--- config.mk ---
export PLATFORM = sky130hd
export DESIGN_NAME = mem_access_ctrl
export DESIGN_NICKNAME = d
export VERILOG_FILES = /design/src/rtl/mem_pkg.sv /design/src/rtl/burst_addr_gen.sv /design/src/rtl/mem_access_ctrl.sv
export SDC_FILE = /design/constraint.sdc
export NUM_CORES = 1
export LEC_CHECK = 0
export ABC_AREA = 1
export BUFFER_PORTS_ARGS = -buffer_cell sky130_fd_sc_hd__buf_2
export CAP_MARGIN = 20
export CORE_MARGIN = 2
export CORE_UTILIZATION = 25
export CTS_CLUSTER_SIZE = 20
export DETAILED_ROUTE_END_ITERATION = 8
export HOLD_SLACK_MARGIN = 0.03
export SLEW_MARGIN = 10
export SYNTH_ARGS = -nofsm -noshare
export SYNTH_HDL_FRONTEND = slang
export SYNTH_SLANG_ARGS = --single-unit
export TNS_END_PERCENT = 20
--- constraint.sdc ---
create_clock -name clk -period 3.59 [get_ports clk]
set_clock_uncertainty 0.15 [all_clocks]
set_input_delay 0 -clock clk [delete_from_list [all_inputs] [get_ports clk]]
set_output_delay 0 -clock clk [all_outputs]
set_load 0.03 [all_outputs]
--- src/rtl/mem_pkg.sv ---
// Shared types for the burst memory access controller: FSM states and
// the width of the burst-length field.
package mem_pkg;

  localparam int LEN_W = 4;

  typedef enum logic [2:0] {
    IDLE,
    WAIT_WR,
    SETUP,
    STROBE,
    SAMPLE,
    RESP,
    RELEASE
  } state_t;

endpackage

--- src/rtl/burst_addr_gen.sv ---
// Burst address and beat counter: loads start address/length, steps once per
// completed beat, wraps the address at numWords-1 by explicit compare.
module burst_addr_gen
  import mem_pkg::*;
#(
  parameter int numWords = 64,
  parameter int AW       = $clog2(numWords)
) (
  input  logic             clk,
  input  logic             reset,
  input  logic             load,
  input  logic             step,
  input  logic [AW-1:0]    load_addr,
  input  logic [LEN_W-1:0] load_len,
  output logic [AW-1:0]    addr,
  output logic             last
);

  localparam logic [AW-1:0] LAST_ADDR = AW'(numWords - 1);

  logic [AW-1:0]    addr_reg;
  logic [LEN_W-1:0] count_reg;

  // Compare rather than rely on natural overflow so non-power-of-2 depths wrap correctly.
  always_ff @(posedge clk) begin
    if (reset) begin
      addr_reg  <= '0;
      count_reg <= '0;
    end else if (load) begin
      addr_reg  <= load_addr;
      count_reg <= load_len;
    end else if (step) begin
      addr_reg  <= (addr_reg == LAST_ADDR) ? '0 : addr_reg + AW'(1);
      count_reg <= count_reg - LEN_W'(1);
    end
  end

  assign addr = addr_reg;
  assign last = (count_reg == '0);

endmodule

--- src/rtl/mem_access_ctrl.sv ---
// Burst read/write controller for an asynchronous-style SRAM: address and
// direction are set up a cycle before the strobe and held until it drops.
module mem_access_ctrl
  import mem_pkg::*;
#(
  parameter int  wordSize = 4,
  parameter int  numWords = 64,
  localparam int AW       = $clog2(numWords)
) (
  input  logic                clk,
  input  logic                reset,
  input  logic                reqValid,
  output logic                reqReady,
  input  logic                reqWrite,
  input  logic [AW-1:0]       reqAddr,
  input  logic [LEN_W-1:0]    reqLen,
  input  logic                wrValid,
  output logic                wrReady,
  input  logic [wordSize-1:0] wrData,
  output logic                rdValid,
  input  logic                rdReady,
  output logic [wordSize-1:0] rdData,
  output logic                memEnable,
  output logic                memReadWrite,
  output logic [AW-1:0]       memAddress,
  output logic [wordSize-1:0] memDataIn,
  input  logic [wordSize-1:0] memDataOut,
  output logic                busy
);

  state_t              state_reg, state_next;
  logic                cmd_write_reg;
  logic [wordSize-1:0] wr_data_reg;
  logic [wordSize-1:0] rd_data_reg;
  logic                accept;
  logic                beat_done;
  logic                last_beat;

  assign accept    = reqReady && reqValid;
  assign beat_done = ((state_reg == RESP) && rdReady) || (state_reg == RELEASE);

  burst_addr_gen #(
    .numWords (numWords),
    .AW       (AW)
  ) u_addr_gen (
    .clk       (clk),
    .reset     (reset),
    .load      (accept),
    .step      (beat_done),
    .load_addr (reqAddr),
    .load_len  (reqLen),
    .addr      (memAddress),
    .last      (last_beat)
  );

  always_ff @(posedge clk) begin
    if (reset) begin
      state_reg     <= IDLE;
      cmd_write_reg <= 1'b0;
      wr_data_reg   <= '0;
      rd_data_reg   <= '0;
    end else begin
      state_reg <= state_next;
      if (accept) cmd_write_reg <= reqWrite;
      if ((state_reg == WAIT_WR) && wrValid) wr_data_reg <= wrData;
      if (state_reg == SAMPLE) rd_data_reg <= memDataOut;
    end
  end

  always_comb begin
    state_next = state_reg;
    unique case (state_reg)
      IDLE:    if (accept) state_next = reqWrite ? WAIT_WR : SETUP;
      WAIT_WR: if (wrValid) state_next = SETUP;
      SETUP:   state_next = STROBE;
      STROBE:  state_next = cmd_write_reg ? RELEASE : SAMPLE;
      SAMPLE:  state_next = RESP;
      RESP:    if (rdReady) state_next = last_beat ? IDLE : SETUP;
      RELEASE: state_next = last_beat ? IDLE : WAIT_WR;
      default: state_next = IDLE;
    endcase
  end

  // Strobe is masked by reset so an aborted write never commits at the reset edge.
  assign memEnable    = ((state_reg == STROBE) || (state_reg == SAMPLE)) && !reset;
  assign memReadWrite = ~cmd_write_reg;
  assign memDataIn    = wr_data_reg;
  assign rdData       = rd_data_reg;
  assign reqReady     = (state_reg == IDLE) && !reset;
  assign wrReady      = (state_reg == WAIT_WR);
  assign rdValid      = (state_reg == RESP);
  assign busy         = (state_reg != IDLE);

endmodule
# Yosys cells after proc, flatten, opt, wreduce, memory -nomap -nowiden
# Cells that the tools add are included.
dict set report classes {
  bitwise 1
  n_mux 13
  n_reduce_logical 13
  n_addsub 2
  eq_ne 10
}
# operator count
set op_table {}
lappend op_table {{3-bit one-hot mux with 7 select lines} 1}
lappend op_table {{6-bit two-way mux} 3}
lappend op_table {{3-bit equality test (second input constant)} 3}
lappend op_table {{3-bit two-way mux} 3}
lappend op_table {{4-bit two-way mux} 2}
lappend op_table {{6-bit by 1-bit adder with 6-bit output (second input constant)} 1}
lappend op_table {{3-bit by 2-bit equality test with 1-bit output (second input constant)} 2}
lappend op_table {{6-bit equality test (second input constant)} 1}
lappend op_table {{2-bit two-way mux} 3}
lappend op_table {{1-bit logical AND} 5}
lappend op_table {{4-bit zero test} 1}
lappend op_table {{2-bit != test (second input constant)} 2}
lappend op_table {{4-bit by 1-bit subtractor with 4-bit output (second input constant)} 1}
lappend op_table {{3-bit by 1-bit equality test with 1-bit output (second input constant)} 1}
lappend op_table {{3-bit zero test} 1}
lappend op_table {{3-bit AND reduction} 1}
lappend op_table {{3-bit nonzero test} 1}
lappend op_table {{1-bit logical OR} 2}
lappend op_table {{2-bit by 1-bit != test with 1-bit output (second input constant)} 1}
lappend op_table {{2-bit nonzero test} 1}
lappend op_table {{1-bit zero test} 1}
lappend op_table {{1-bit two-way mux} 1}
lappend op_table {{1-bit NOT} 1}
dict set report totals {
  out_inout_bits 20
  reg_bits 22
  word_cells 45
}

# Logic depth before layout (Yosys ltp)
dict set report depth {
  depth_word 5
  mapped_depth 9
  depth_no_buf 9
}

# By module
# Synthesis repeated with hierarchy kept, for this count alone.
dict set report unflattened {
  cells_unflattened 176
  area_unflattened_um2 1177.4
}
# mod cells_each area_each_um2 seq_area_each_um2 n_inst
set modules_own_cells {}
lappend modules_own_cells {mem_access_ctrl 89 589.3 240.2 1}
lappend modules_own_cells {burst_addr_gen 87 588.1 200.2 1}

# Worst setup path after synthesis
# OpenSTA, ideal clock, no wires.
dict set report synth_path {
  path_kind {register -> register}
  startpoint {reg u_addr_gen.addr_reg[0] (netlist: u_addr_gen.addr[0])}
  endpoint {reg u_addr_gen.addr_reg[0] (netlist: u_addr_gen.addr[0])}
  t_arrival_ns 1.275
  path_buffers 0
  required_ns 3.328
  slack_ns 2.053
  setup_time_ns 0.112
  stages_incl_launch_ff 9
  cell_sequence {dfxtp_1 -> ha_1 -> nand2_1 -> nor2_1 -> nand2_1 -> nand2_1 -> nor2_1 -> nor2_1 -> nor2_1}
}
dict set report synth_via {
  elab_chain_cells 4
  word_cells_on_any_way 5
}
# element line
set synth_rtl {}
lappend synth_rtl {{from (decl)} burst_addr_gen.sv:21} ;# logic [AW-1:0] addr_reg;
lappend synth_rtl {{from (signal assigned)} burst_addr_gen.sv:30} ;# addr_reg <= load_addr;
lappend synth_rtl {{from (signal assigned)} burst_addr_gen.sv:33} ;# addr_reg <= (addr_reg == LAST_ADDR) ? '0 : addr_reg + AW'(1);
lappend synth_rtl {{6-bit by 1-bit adder with 6-bit output / 6-bit equality test (equally long branches)} burst_addr_gen.sv:33}
lappend synth_rtl {{6-bit two-way mux *} burst_addr_gen.sv:33}
lappend synth_rtl {{6-bit two-way mux *} burst_addr_gen.sv:32} ;# end else if (step) begin
lappend synth_rtl {{6-bit two-way mux *} burst_addr_gen.sv:29} ;# end else if (load) begin
# Mark *: on every way between the ends. The rest lies on a longest branch, timed or not. The select of a mux whose other input is x is not followed.
# A chain may end at the register's enable or synchronous reset.

# Final worst setup path
dict set report layout_path {
  startpoint {in reset}
  endpoint {reg u_addr_gen.addr_reg[3] (netlist: u_addr_gen.addr[3])}
}
dict set report layout_via {
  elab_chain_cells 4
  word_cells_on_any_way 5
}
# element line
set layout_rtl {}
lappend layout_rtl {{from (decl)} mem_access_ctrl.sv:11} ;# input logic reset,
lappend layout_rtl {{1-bit zero test} mem_access_ctrl.sv:89} ;# assign reqReady = (state_reg == IDLE) && !reset;
lappend layout_rtl {{1-bit logical AND} mem_access_ctrl.sv:89}
lappend layout_rtl {{1-bit logical AND} mem_access_ctrl.sv:39} ;# assign accept = reqReady && reqValid;
lappend layout_rtl {{6-bit two-way mux / 2-bit nonzero test (equally long branches)} --}
# Parallel ways exist; a longest one is shown, timed or not.

==> results.yml <==
cells_and_area:
  fin_area_sq_um: 1838
  fin_cells: 347
  area_delta_synth_final_pct: 42.90
  antennaDiodeCount: 0
  layout-drive-gt1-share: 0.2094
  nets: 304
  largest_reg_flops: 6
place:
  place.gp.congestion: 0.8849
  dp_cells: 320
  io_buffers: 43
  placed_area_sq_um: 1553
  dp_hpwl_microns: 2362
detailed_routing:
  met1_length_microns: 1630
  drc: 0
  vias: 1410
  drt-pass1-iter-count: 4
  initialDrtViolationCount: 51
  met3_length_microns: 203
  ant_nets: 0
  routedWlPerCell_microns: 9.533
  wl_met2_microns: 1461
  wirelength_microns: 3308
  via_per_inst: 4.063
  top_layer_used: "met4"
floorplanning:
  die_height_microns: 75.73
  io_pins: 44
  initial_core_util: 0.2551
  core_sq_um: 5042
  die-area_sq_um: 5735
  num_rows: 26
  fp.dieW_microns: 75.73
sta:
  finalCriticalPeriod_ps: 2186
  hold_viol_final: 0
  worstMarginPinSlew_ps: 659.5
  fin_tns_setup_ps: 0
  setup_viol: 0
  drv_slew: 0
  holdWs_ps: 56.07
  fmax_mhz: 457.5
  fin_crit_sh: 0.6089
  slew_headroom: 0.5599
  rsz0062_at_grt: "no"
synth:
  syn_inst: 211
  synth_top_area_frac: 0.3424
  ys_seq_area_frac: 0.3424
  synth_seq_cells: 22
  async_reset_ff_frac: 0
  postSynthAreaPerCell_sq_um: 6.096
  syn_area_sq_um: 1286
  synth.distinct_cells: 22
  synth_top_area_cell: "dfxtp_1"
  synth_edf_count: 0
  synth_most_common_cell: "nand2_1"
  yosys-top-cells-count: "nand2_1, nor2_1, inv_1, dfxtp_1, o21ai_0"
  syn-num-nets: 237
  yosys-top-cells-area: "dfxtp_1, nand2_1, nor2_1, inv_1, o21ai_0"
  yosys_warnings: 0
  yosys_most_used_dff: "dfxtp_1"
worst_setup_path:
  required_ps: 3610
  critPathBufInv: 3
  crit_type: "in -> reg"
  path_depth: 8
  start_kind: "input port"
  end_kind: "flop"
  worstPathCellList: "dlygate4sd3_1 -> buf_2 -> inv_1 -> nand4_1 -> nand2_1 -> nor2_1 -> nor2_1 -> nor2_1"
  slowest_delay_ps: 560
  r2r_cells: 6
  crit_arrival_ps: 2200
  critPathMostFrequentCell: "nor2_1"
  crit_family: "buffers and inverters"
  critPathMaxFanout: 23
  critPathSlowestCell: "nand4_1"
power_and_ir_drop:
  power.density_nw_per_um2: 423.7
  ir_worst_vdd_mv: 0.2656
  power.leakage_uw: 0.0009794
global_route:
  grt_pass1_vias: 1239
  grt_pass1_wl_microns: 5285
  grt_overflow: 0
  grt_max_degree: 24
  grtUsageTotal: 0.1188
  antenna_found_initial: 0
hold_path:
  hold_path_class: "in -> reg"
  min_path_cells: 5
clock_network:
  holdBufCountCts: 23
  clkTransAtPathRegs_ps: 80
  clk_latency_ps: 260
  cts_buffer_depth: 2
  cts_buffers: 3
  cts-root-buf: "clkbuf_8"
  cts-htree-levels: 1
  cts_tree: "yes"
  cts_num_sinks: 22
  post_cts.repair.setup_buffers: 0
  cts_resized: 0
flow_run:
  maxCapViolCount: 0
status:
  status: "completed"
layer usage:
layer / track usage / vias to the layer above
met2: 0.1990 / 43
li1: - / 779
met3: 0.03571 / 2
met5: 0 / -
met4: 0.01754 / 0
met1: 0.1543 / 586
cells by family after synthesis:
group	after synthesis	share of synthesized area
AOI/OAI and AO/OA	19	0.07587
DFF	22	0.3424
adders and majority gates	2	0.01945
and+or+nand+nor	134	0.4426
buffers and inverters	33	0.1128
xor gates and xnor gates	1	0.006811
cell type report:
cell class / count / area (sq um)
Clock buffer: 4 / 55.05
Fill cell: 543 / 3204
Inverter: 29 / 108.9
Multi-Input combinational cell: 156 / 700.7
Sequential cell: 22 / 440.4
Tap cell: 70 / 87.58
Timing Repair Buffer: 66 / 445.4
worst reg2reg max path, delay by kind of cell, from the launching register on:
kind / cells / cell delay (ps)
simple gates: 3 / 400
compound gates: 1 / 80
flops: 1 / 480
buf+inv: 2 / 680
power by group:
group | total [uW] | internal [uW] | switching [uW] | leakage (uW)
Sequential | 299 | 273 | 25.8 | 0.000180
Combinational | 300 | 109 | 191 | 0.000771
Clock | 180 | 97.9 | 82.6 | 0.0000288
Total | 779 | 479 | 299 | 0.000979
final timing paths:
kind	from	slack (ps)	to
setup / recovery	reset	1400	u_addr_gen.addr[3]
hold / removal	rdReady	60	state_reg[0]
setup reg to reg	state_reg[0]	1680	state_reg[2]
hold reg to reg	cmd_write_reg	330	cmd_write_reg
metrics by stage:
stage	worst slack, ps	utilization	total power [uW]
finish	1404	0.3645	778.8
global route	1211	0.3645	839.0
CTS	1399	0.3645	790.1
detailed placement	1642	0.3079	585.3
global placement	1681	0.3079	586.4
floorplan	2053	-	517.5
cell usage in the layout, fill, tap and decap left out:
master and count:
buf_2 43, nor2_2 1, clkbuf_8 4, nand3_2 1
o21ai_0 13, o211ai_1 1, ha_1 2, or2_2 2
dlygate4sd3_1 23, nand3_1 11, nor2_1 49, inv_2 2
dfxtp_1 22, inv_1 27, nor2_4 3, a21oi_1 5
nor3_1 1, xor2_1 1, nand4_1 4, nand2_1 60
nand2_2 2
(Power assumes the default switching activity.)
